## config.mk

```make
export PLATFORM = sky130hd
export DESIGN_NAME = mdu_iterative_flat
export DESIGN_NICKNAME = d
export VERILOG_FILES = /design/src/rtl/mdu_if.sv /design/src/rtl/mdu_iterative.sv /design/src/flat_wrapper.sv
export SDC_FILE = /design/constraint.sdc
export NUM_CORES = 1
export LEC_CHECK = 0
export BUFFER_PORTS_ARGS = -buffer_cell sky130_fd_sc_hd__clkbuf_2
export CORE_UTILIZATION = 45
export CTS_BUF_LIST = sky130_fd_sc_hd__clkbuf_8
export CTS_CLUSTER_DIAMETER = 150
export DETAILED_ROUTE_END_ITERATION = 8
export SYNTH_ARGS = -nofsm -noshare
export SYNTH_HDL_FRONTEND = slang
export SYNTH_SLANG_ARGS = --single-unit
```

## constraint.sdc

```tcl
create_clock -name clk -period 12.19 [get_ports clk]
set_clock_uncertainty 0.1 [all_clocks]
set_input_delay 1.219 -clock clk [delete_from_list [all_inputs] [get_ports clk]]
set_output_delay 1.219 -clock clk [all_outputs]
set_load 0.01 [all_outputs]
```

## src/rtl/mdu_if.sv

```systemverilog
// Execute-stage handshake bundle between the pipeline and the iterative MUL/DIV unit.
// The pipeline drives the instruction fields and operands; the unit returns decode, busy/done and result.
interface mdu_if #(
   parameter int XLEN = 32
);
   logic            valid;
   logic            flush;
   logic [6:0]      op;
   logic [2:0]      funct3;
   logic [6:0]      funct7;
   logic [XLEN-1:0] src_a;
   logic [XLEN-1:0] src_b;
   logic            is_m;
   logic            busy;
   logic            done;
   logic [XLEN-1:0] result;

   modport master (
      output valid, flush, op, funct3, funct7, src_a, src_b,
      input  is_m, busy, done, result
   );

   modport slave (
      input  valid, flush, op, funct3, funct7, src_a, src_b,
      output is_m, busy, done, result
   );
endinterface

```

## src/rtl/mdu_iterative.sv

```systemverilog
// Iterative RV32M multiply/divide unit: one shift-add or restoring shift-subtract step per cycle
// on operand magnitudes, sign fix-up on the final step, divide special cases resolved at accept.
module mdu_iterative #(
   parameter int XLEN  = 32,
   parameter int CNT_W = $clog2(XLEN) + 1
) (
   input logic  clk,
   input logic  rst,
   mdu_if.slave bus
);
   typedef enum logic [1:0] {IDLE, CALC, DONE} state_t;

   localparam logic [6:0]       OP_REG    = 7'b0110011;
   localparam logic [6:0]       F7_MULDIV = 7'b0000001;
   localparam logic [CNT_W-1:0] LAST      = CNT_W'(XLEN - 1);
   localparam logic [XLEN-1:0]  MIN_NEG   = {1'b1, {(XLEN-1){1'b0}}};
   localparam logic [XLEN-1:0]  ONES      = '1;

   state_t           state, state_next;
   logic [2:0]       f3;
   logic             neg;
   logic [XLEN-1:0]  hi, lo, opnd;
   logic [CNT_W-1:0] cnt;
   logic [XLEN-1:0]  result_q;

   logic             is_m, accept, is_div, a_signed, b_signed, sa, sb;
   logic             div_zero, div_ovf, special;
   logic [XLEN-1:0]  abs_a, abs_b, special_res;

   assign is_m     = (bus.op == OP_REG) && (bus.funct7 == F7_MULDIV);
   assign accept   = bus.valid && is_m && (state == IDLE) && !bus.flush;
   assign is_div   = bus.funct3[2];
   assign a_signed = bus.funct3 inside {3'b000, 3'b001, 3'b010, 3'b100, 3'b110};
   assign b_signed = bus.funct3 inside {3'b000, 3'b001, 3'b100, 3'b110};
   assign sa       = a_signed && bus.src_a[XLEN-1];
   assign sb       = b_signed && bus.src_b[XLEN-1];
   assign abs_a    = sa ? -bus.src_a : bus.src_a;
   assign abs_b    = sb ? -bus.src_b : bus.src_b;

   // Signed overflow only exists for DIV/REM (funct3[0]==0 within the divide group).
   assign div_zero = (bus.src_b == '0);
   assign div_ovf  = !bus.funct3[0] && (bus.src_a == MIN_NEG) && (bus.src_b == ONES);
   assign special  = is_div && (div_zero || div_ovf);

   always_comb begin
      special_res = '0;
      if (div_zero)
         special_res = bus.funct3[1] ? bus.src_a : ONES;
      else
         special_res = bus.funct3[1] ? '0 : bus.src_a;
   end

   // One iteration: multiply uses {hi,lo} as product/multiplier, divide as remainder/dividend-quotient.
   logic [XLEN:0]   mul_sum, div_shift, div_diff;
   logic            div_ge;
   logic [XLEN-1:0] step_hi, step_lo;

   always_comb begin
      mul_sum   = {1'b0, hi} + (lo[0] ? {1'b0, opnd} : '0);
      div_shift = {hi, lo[XLEN-1]};
      div_diff  = div_shift - {1'b0, opnd};
      div_ge    = !div_diff[XLEN];
      if (f3[2]) begin
         step_hi = div_ge ? div_diff[XLEN-1:0] : div_shift[XLEN-1:0];
         step_lo = {lo[XLEN-2:0], div_ge};
      end else begin
         step_hi = mul_sum[XLEN:1];
         step_lo = {mul_sum[0], lo[XLEN-1:1]};
      end
   end

   logic [2*XLEN-1:0] prod_s;
   logic [XLEN-1:0]   quo_s, rem_s, final_res;

   always_comb begin
      prod_s    = neg ? -{step_hi, step_lo} : {step_hi, step_lo};
      quo_s     = neg ? -step_lo : step_lo;
      rem_s     = neg ? -step_hi : step_hi;
      final_res = '0;
      case (f3)
         3'b000:                 final_res = prod_s[XLEN-1:0];
         3'b001, 3'b010, 3'b011: final_res = prod_s[2*XLEN-1:XLEN];
         3'b100, 3'b101:         final_res = quo_s;
         default:                final_res = rem_s;
      endcase
   end

   always_ff @(posedge clk or posedge rst) begin
      if (rst) state <= IDLE;
      else     state <= state_next;
   end

   always_comb begin
      state_next = state;
      case (state)
         IDLE: if (accept) state_next = special ? DONE : CALC;
         CALC: begin
            if (bus.flush)        state_next = IDLE;
            else if (cnt == LAST) state_next = DONE;
         end
         DONE:    state_next = IDLE;
         default: state_next = IDLE;
      endcase
   end

   always_ff @(posedge clk or posedge rst) begin
      if (rst) begin
         f3       <= '0;
         neg      <= 1'b0;
         hi       <= '0;
         lo       <= '0;
         opnd     <= '0;
         cnt      <= '0;
         result_q <= '0;
      end else if (accept) begin
         f3   <= bus.funct3;
         // Remainder takes the dividend's sign; products and quotients take sa^sb.
         neg  <= (is_div && bus.funct3[1]) ? sa : (sa ^ sb);
         cnt  <= '0;
         hi   <= '0;
         lo   <= is_div ? abs_a : abs_b;
         opnd <= is_div ? abs_b : abs_a;
         if (special) result_q <= special_res;
      end else if (state == CALC && !bus.flush) begin
         hi  <= step_hi;
         lo  <= step_lo;
         cnt <= cnt + 1'b1;
         if (cnt == LAST) result_q <= final_res;
      end
   end

   assign bus.is_m   = is_m;
   assign bus.busy   = (state != IDLE);
   assign bus.done   = (state == DONE) && !bus.flush;
   assign bus.result = result_q;
endmodule

```

## src/flat_wrapper.sv

```systemverilog
// flat-port wrapper written by rule: the top's interface ports become plain ports
module mdu_iterative_flat 
#(
   parameter int XLEN  = 32,
   parameter int CNT_W = $clog2(XLEN) + 1
)
  (clk, rst, bus_valid, bus_flush, bus_op, bus_funct3, bus_funct7, bus_src_a, bus_src_b, bus_is_m, bus_busy, bus_done, bus_result);
  mdu_if #(.XLEN(XLEN)) bus_i ();
  input logic clk;
  input logic rst;
  input wire logic [$bits(bus_i.valid)-1:0] bus_valid;
  input wire logic [$bits(bus_i.flush)-1:0] bus_flush;
  input wire logic [$bits(bus_i.op)-1:0] bus_op;
  input wire logic [$bits(bus_i.funct3)-1:0] bus_funct3;
  input wire logic [$bits(bus_i.funct7)-1:0] bus_funct7;
  input wire logic [$bits(bus_i.src_a)-1:0] bus_src_a;
  input wire logic [$bits(bus_i.src_b)-1:0] bus_src_b;
  output wire logic [$bits(bus_i.is_m)-1:0] bus_is_m;
  output wire logic [$bits(bus_i.busy)-1:0] bus_busy;
  output wire logic [$bits(bus_i.done)-1:0] bus_done;
  output wire logic [$bits(bus_i.result)-1:0] bus_result;
  assign bus_i.valid = bus_valid;
  assign bus_i.flush = bus_flush;
  assign bus_i.op = bus_op;
  assign bus_i.funct3 = bus_funct3;
  assign bus_i.funct7 = bus_funct7;
  assign bus_i.src_a = bus_src_a;
  assign bus_i.src_b = bus_src_b;
  assign bus_is_m = bus_i.is_m;
  assign bus_busy = bus_i.busy;
  assign bus_done = bus_i.done;
  assign bus_result = bus_i.result;
  mdu_iterative #(.XLEN(XLEN), .CNT_W(CNT_W)) u_core (.clk(clk), .rst(rst), .bus(bus_i));
endmodule
```

==> impl_metrics.csv <==
group,metric,value,unit
layout,layout-drive-gt1-share,10.1,%
yosys,ys_seq_area_share,21.7,%
timing,setup_viol,0,
min_path,hold-path-endpoint,"u_core.bus.result[0]",
setup_path,r2r-start,"u_core.lo[31]",
placement,gp_congestion,1.02,
setup_path,path_delay_family,"compound AO/OA/AOI/OAI gates",
clock_network,postCtsSetupBuffers,0,
die,start_util,46.2,%
clock_network,root_buffer,"clkbuf_8",
yosys,synth-edff-count,0,
grt,grt_max_degree,89,
grt,first_global_vias,16300,
grt,grt_pass1_wl,100000,µm
timing,slew_viol_final,0,
detailed_routing,drc_errors,0,
grt,grt_remaining_overflow,0,
power,p_leak,7.84,nW
detailed_routing,num_vias,17600,
clock_network,clk_latency,0.51,ns
detailed_routing,dr.pass1.iters,7,
setup_path,crit_type,"register to register",
setup_path,reg2reg_depth,18,
yosys,synth_seq_cells,140,
setup_path,crit_path_max_fanout,30,
timing,worst_slew_pin_slew,1.18,ns
timing,fmax,159,MHz
yosys,ys_async_sr_fraction,100,%
die,die-height,191,µm
clock_network,ctsResizeCount,0,
layout,layout_common_cells,"nand2_1, o21ai_0, a21oi_1",
setup_path,rrSetupSlack,5.92,ns
layout,final_util,49.9,%
die,die_width,191,µm
clock_network,htree_levels,4,
detailed_routing,routed_wl,66800,µm
layout,fin_area,0.0174,mm²
timing,finalCritPeriodShare,51.5,%
timing,finalHoldViolCount,0,
timing,relSlewSlack,21.7,%
die,ios,120,
layout,fin_nets,2422,
setup_path,worstSetupEndpointType,"register",
yosys,synth_cell_types,94,
clock_network,clk_pin_slew,0.09,ns
placement,hpwl,51800,µm
setup_path,worst_path_max_delay_cell,"or3_1",
timing,finalSetupTns,0,ns
setup_path,cp-start-kind,"register",
setup_path,critPathBufInv,3,
yosys,yosys_warnings,0,
layout,final_common_cell,"nand2_1",
yosys,syn_area,0.0161,mm²
setup_path,crit_chain,"inv_1, ha_1, inv_1, fa_1, a211oi_1, o211ai_1, and3_1, o21ai_2, a211o_1, buf_4, mux2i_1, o211ai_4, or3_1, or3_4, or4_4, mux2i_1, a221oi_1, o21ai_1",
setup_path,cp.required,12.47,ns
yosys,postSynthCellCount,2235,
layout,n_fill_cell,3609,
detailed_routing,antenna_left,0,
grt,track_usage,36.7,%
clock_network,ctsHoldBuffers,0,
min_path,hold_class,"register to register",
die,core_area,0.0349,mm²
flow_run,maxCapViolations,0,
clock_network,clock_sinks,140,
power,ir_drop,0.0000680,V
detailed_routing,drtIter0Drc,1785,
detailed_routing,avgRoutedWirePerCell,24.4,µm
clock_network,cts_tree,"built",
min_path,hold_depth,2,
setup_path,critPathArrivalTime,6.55,ns
placement,port_buffers,119,
power,power.total,1.08,mW
detailed_routing,via_per_inst,6.44,
setup_path,reg2reg_to,"u_core.bus.result[28]",
die,die-area,0.0366,mm²
timing,hold_ws,0.396,ns
grt,antenna_found_initial,2,
placement,place_area,0.0170,mm²
clock_network,clock_path_buffers,2,
setup_path,cp_slowest_stage_delay,0.56,ns
yosys,ys.flop_type,"dfrtp_1",
layout,area_growth,8.06,%
min_path,min-delay-start,"u_core.bus.result[0]",
yosys,synth_area_per_cell,7.21,µm²
timing,rsz0062_at_grt,"no",
yosys,synth_fp_nets,2392,
timing,period_minus_slack,6.27,ns
clock_network,cts_made_buffers,17,
die,num_rows,68,
power,power_density,61.7,mW/mm²
run_status,outcome,"completed",
metal layers:
metal | global-route usage, % | wire, µm | vias up
li1 | - | - | 8192
met1 | 49.5 | 28800 | 8439
met2 | 56.6 | 29400 | 812
met3 | 4.22 | 4530 | 144
met4 | 21.1 | 4080 | 0
met5 | 0 | 0 | -
worst reg2reg max path: stages, from the launching register on:
cell and delay (ns):
dfrtp_1 0.50, inv_1 0.10, ha_1 0.15, inv_1 0.05, fa_1 0.41, a211oi_1 0.41, o211ai_1 0.28, and3_1 0.25
o21ai_2 0.40, a211o_1 0.46, buf_4 0.45, mux2i_1 0.41, o211ai_4 0.16, or3_1 0.56, or3_4 0.47, or4_4 0.46
mux2i_1 0.14, a221oi_1 0.28, o21ai_1 0.10
report_power, final:
part	switching (mW)	leakage, nW	internal [mW]
logic	0.114	5.73	0.0496
clock network	0.215	0.230	0.232
registers	0.000584	1.88	0.464
total	0.330	7.84	0.746
layout make-up:
cell class / instances / area, µm² / share of cell area (%)
Multi-Input combinational cell: 1889 / 11800 / 68.0
Antenna cell: 1 / 2.50 / 0.0144
Clock buffer: 19 / 262 / 1.50
Timing Repair Buffer: 144 / 786 / 4.51
Inverter: 73 / 279 / 1.60
Sequential cell: 140 / 3510 / 20.1
Clock inverter: 12 / 171 / 0.984
Tap cell: 455 / 569 / 3.27
metrics by stage:
step           setup WS, ns  cells
2_1_floorplan          7.06   2235
3_3_place_gp           6.17   2701
3_5_place_dp           6.03   2701
4_1_cts                6.01   2732
5_1_grt                5.58   2732
6_report               5.92   2733
worst max path at each step:
stage	endpoint	slack [ns]	start	cells after the start
global route	u_core.bus.result[28]	5.58	u_core.lo[31]	18
detailed placement	u_core.bus.result[28]	6.03	u_core.lo[31]	18
CTS	u_core.bus.result[28]	6.01	u_core.lo[31]	18
global placement	u_core.bus.result[28]	6.17	u_core.lo[31]	18
floorplan	u_core.bus.result[28]	7.06	u_core.lo[31]	21
finish	u_core.bus.result[28]	5.92	u_core.lo[31]	18
synthesized netlist by cell type (23+ instances only):
cell type	n	share of area [%]
o31ai_1	26	1.2
xnor2_1	110	6.0
nand4_1	27	1.0
or3_1	32	1.2
xor2_1	56	3.0
o21ai_0	252	7.8
nor2_1	151	3.5
a211oi_1	23	1.1
dfrtp_1	140	22
nand3_1	66	2.0
clkbuf_1	103	2.4
a21o_1	28	1.3
a21oi_1	174	5.4
mux2i_1	49	3.0
and2_1	46	1.8
nand2_1	326	7.6
nor3_1	61	1.9
ha_1	70	5.4
o211ai_1	58	2.7
inv_1	71	1.7
logic make-up (layout without fill, tap and decap cells):
kind of cell               after synthesis  after routing  share of synthesized area [%]
muxes                                   58             58                           3.74
buffers and inverters                  206            248                           5.04
AOI/OAI and AO/OA                      746            746                           29.3
and+or+nand+nor                        832            832                           24.6
adders and majority gates               87             87                           6.61
DFF                                    140            140                           21.7
xor gates and xnor gates               166            166                           9.02
other                                    0              1                              0
flip-flops by register name, summed over array words and instances (netlist names):
| signal | count |
|---|---|
| u_core.bus.result | 32 |
| u_core.hi | 32 |
| u_core.lo | 32 |
| u_core.opnd | 32 |
| u_core.cnt | 6 |
| u_core.f3 | 3 |
| u_core.state | 2 |
| u_core.neg | 1 |
No activity file was read; power rests on OpenSTA's default activity.
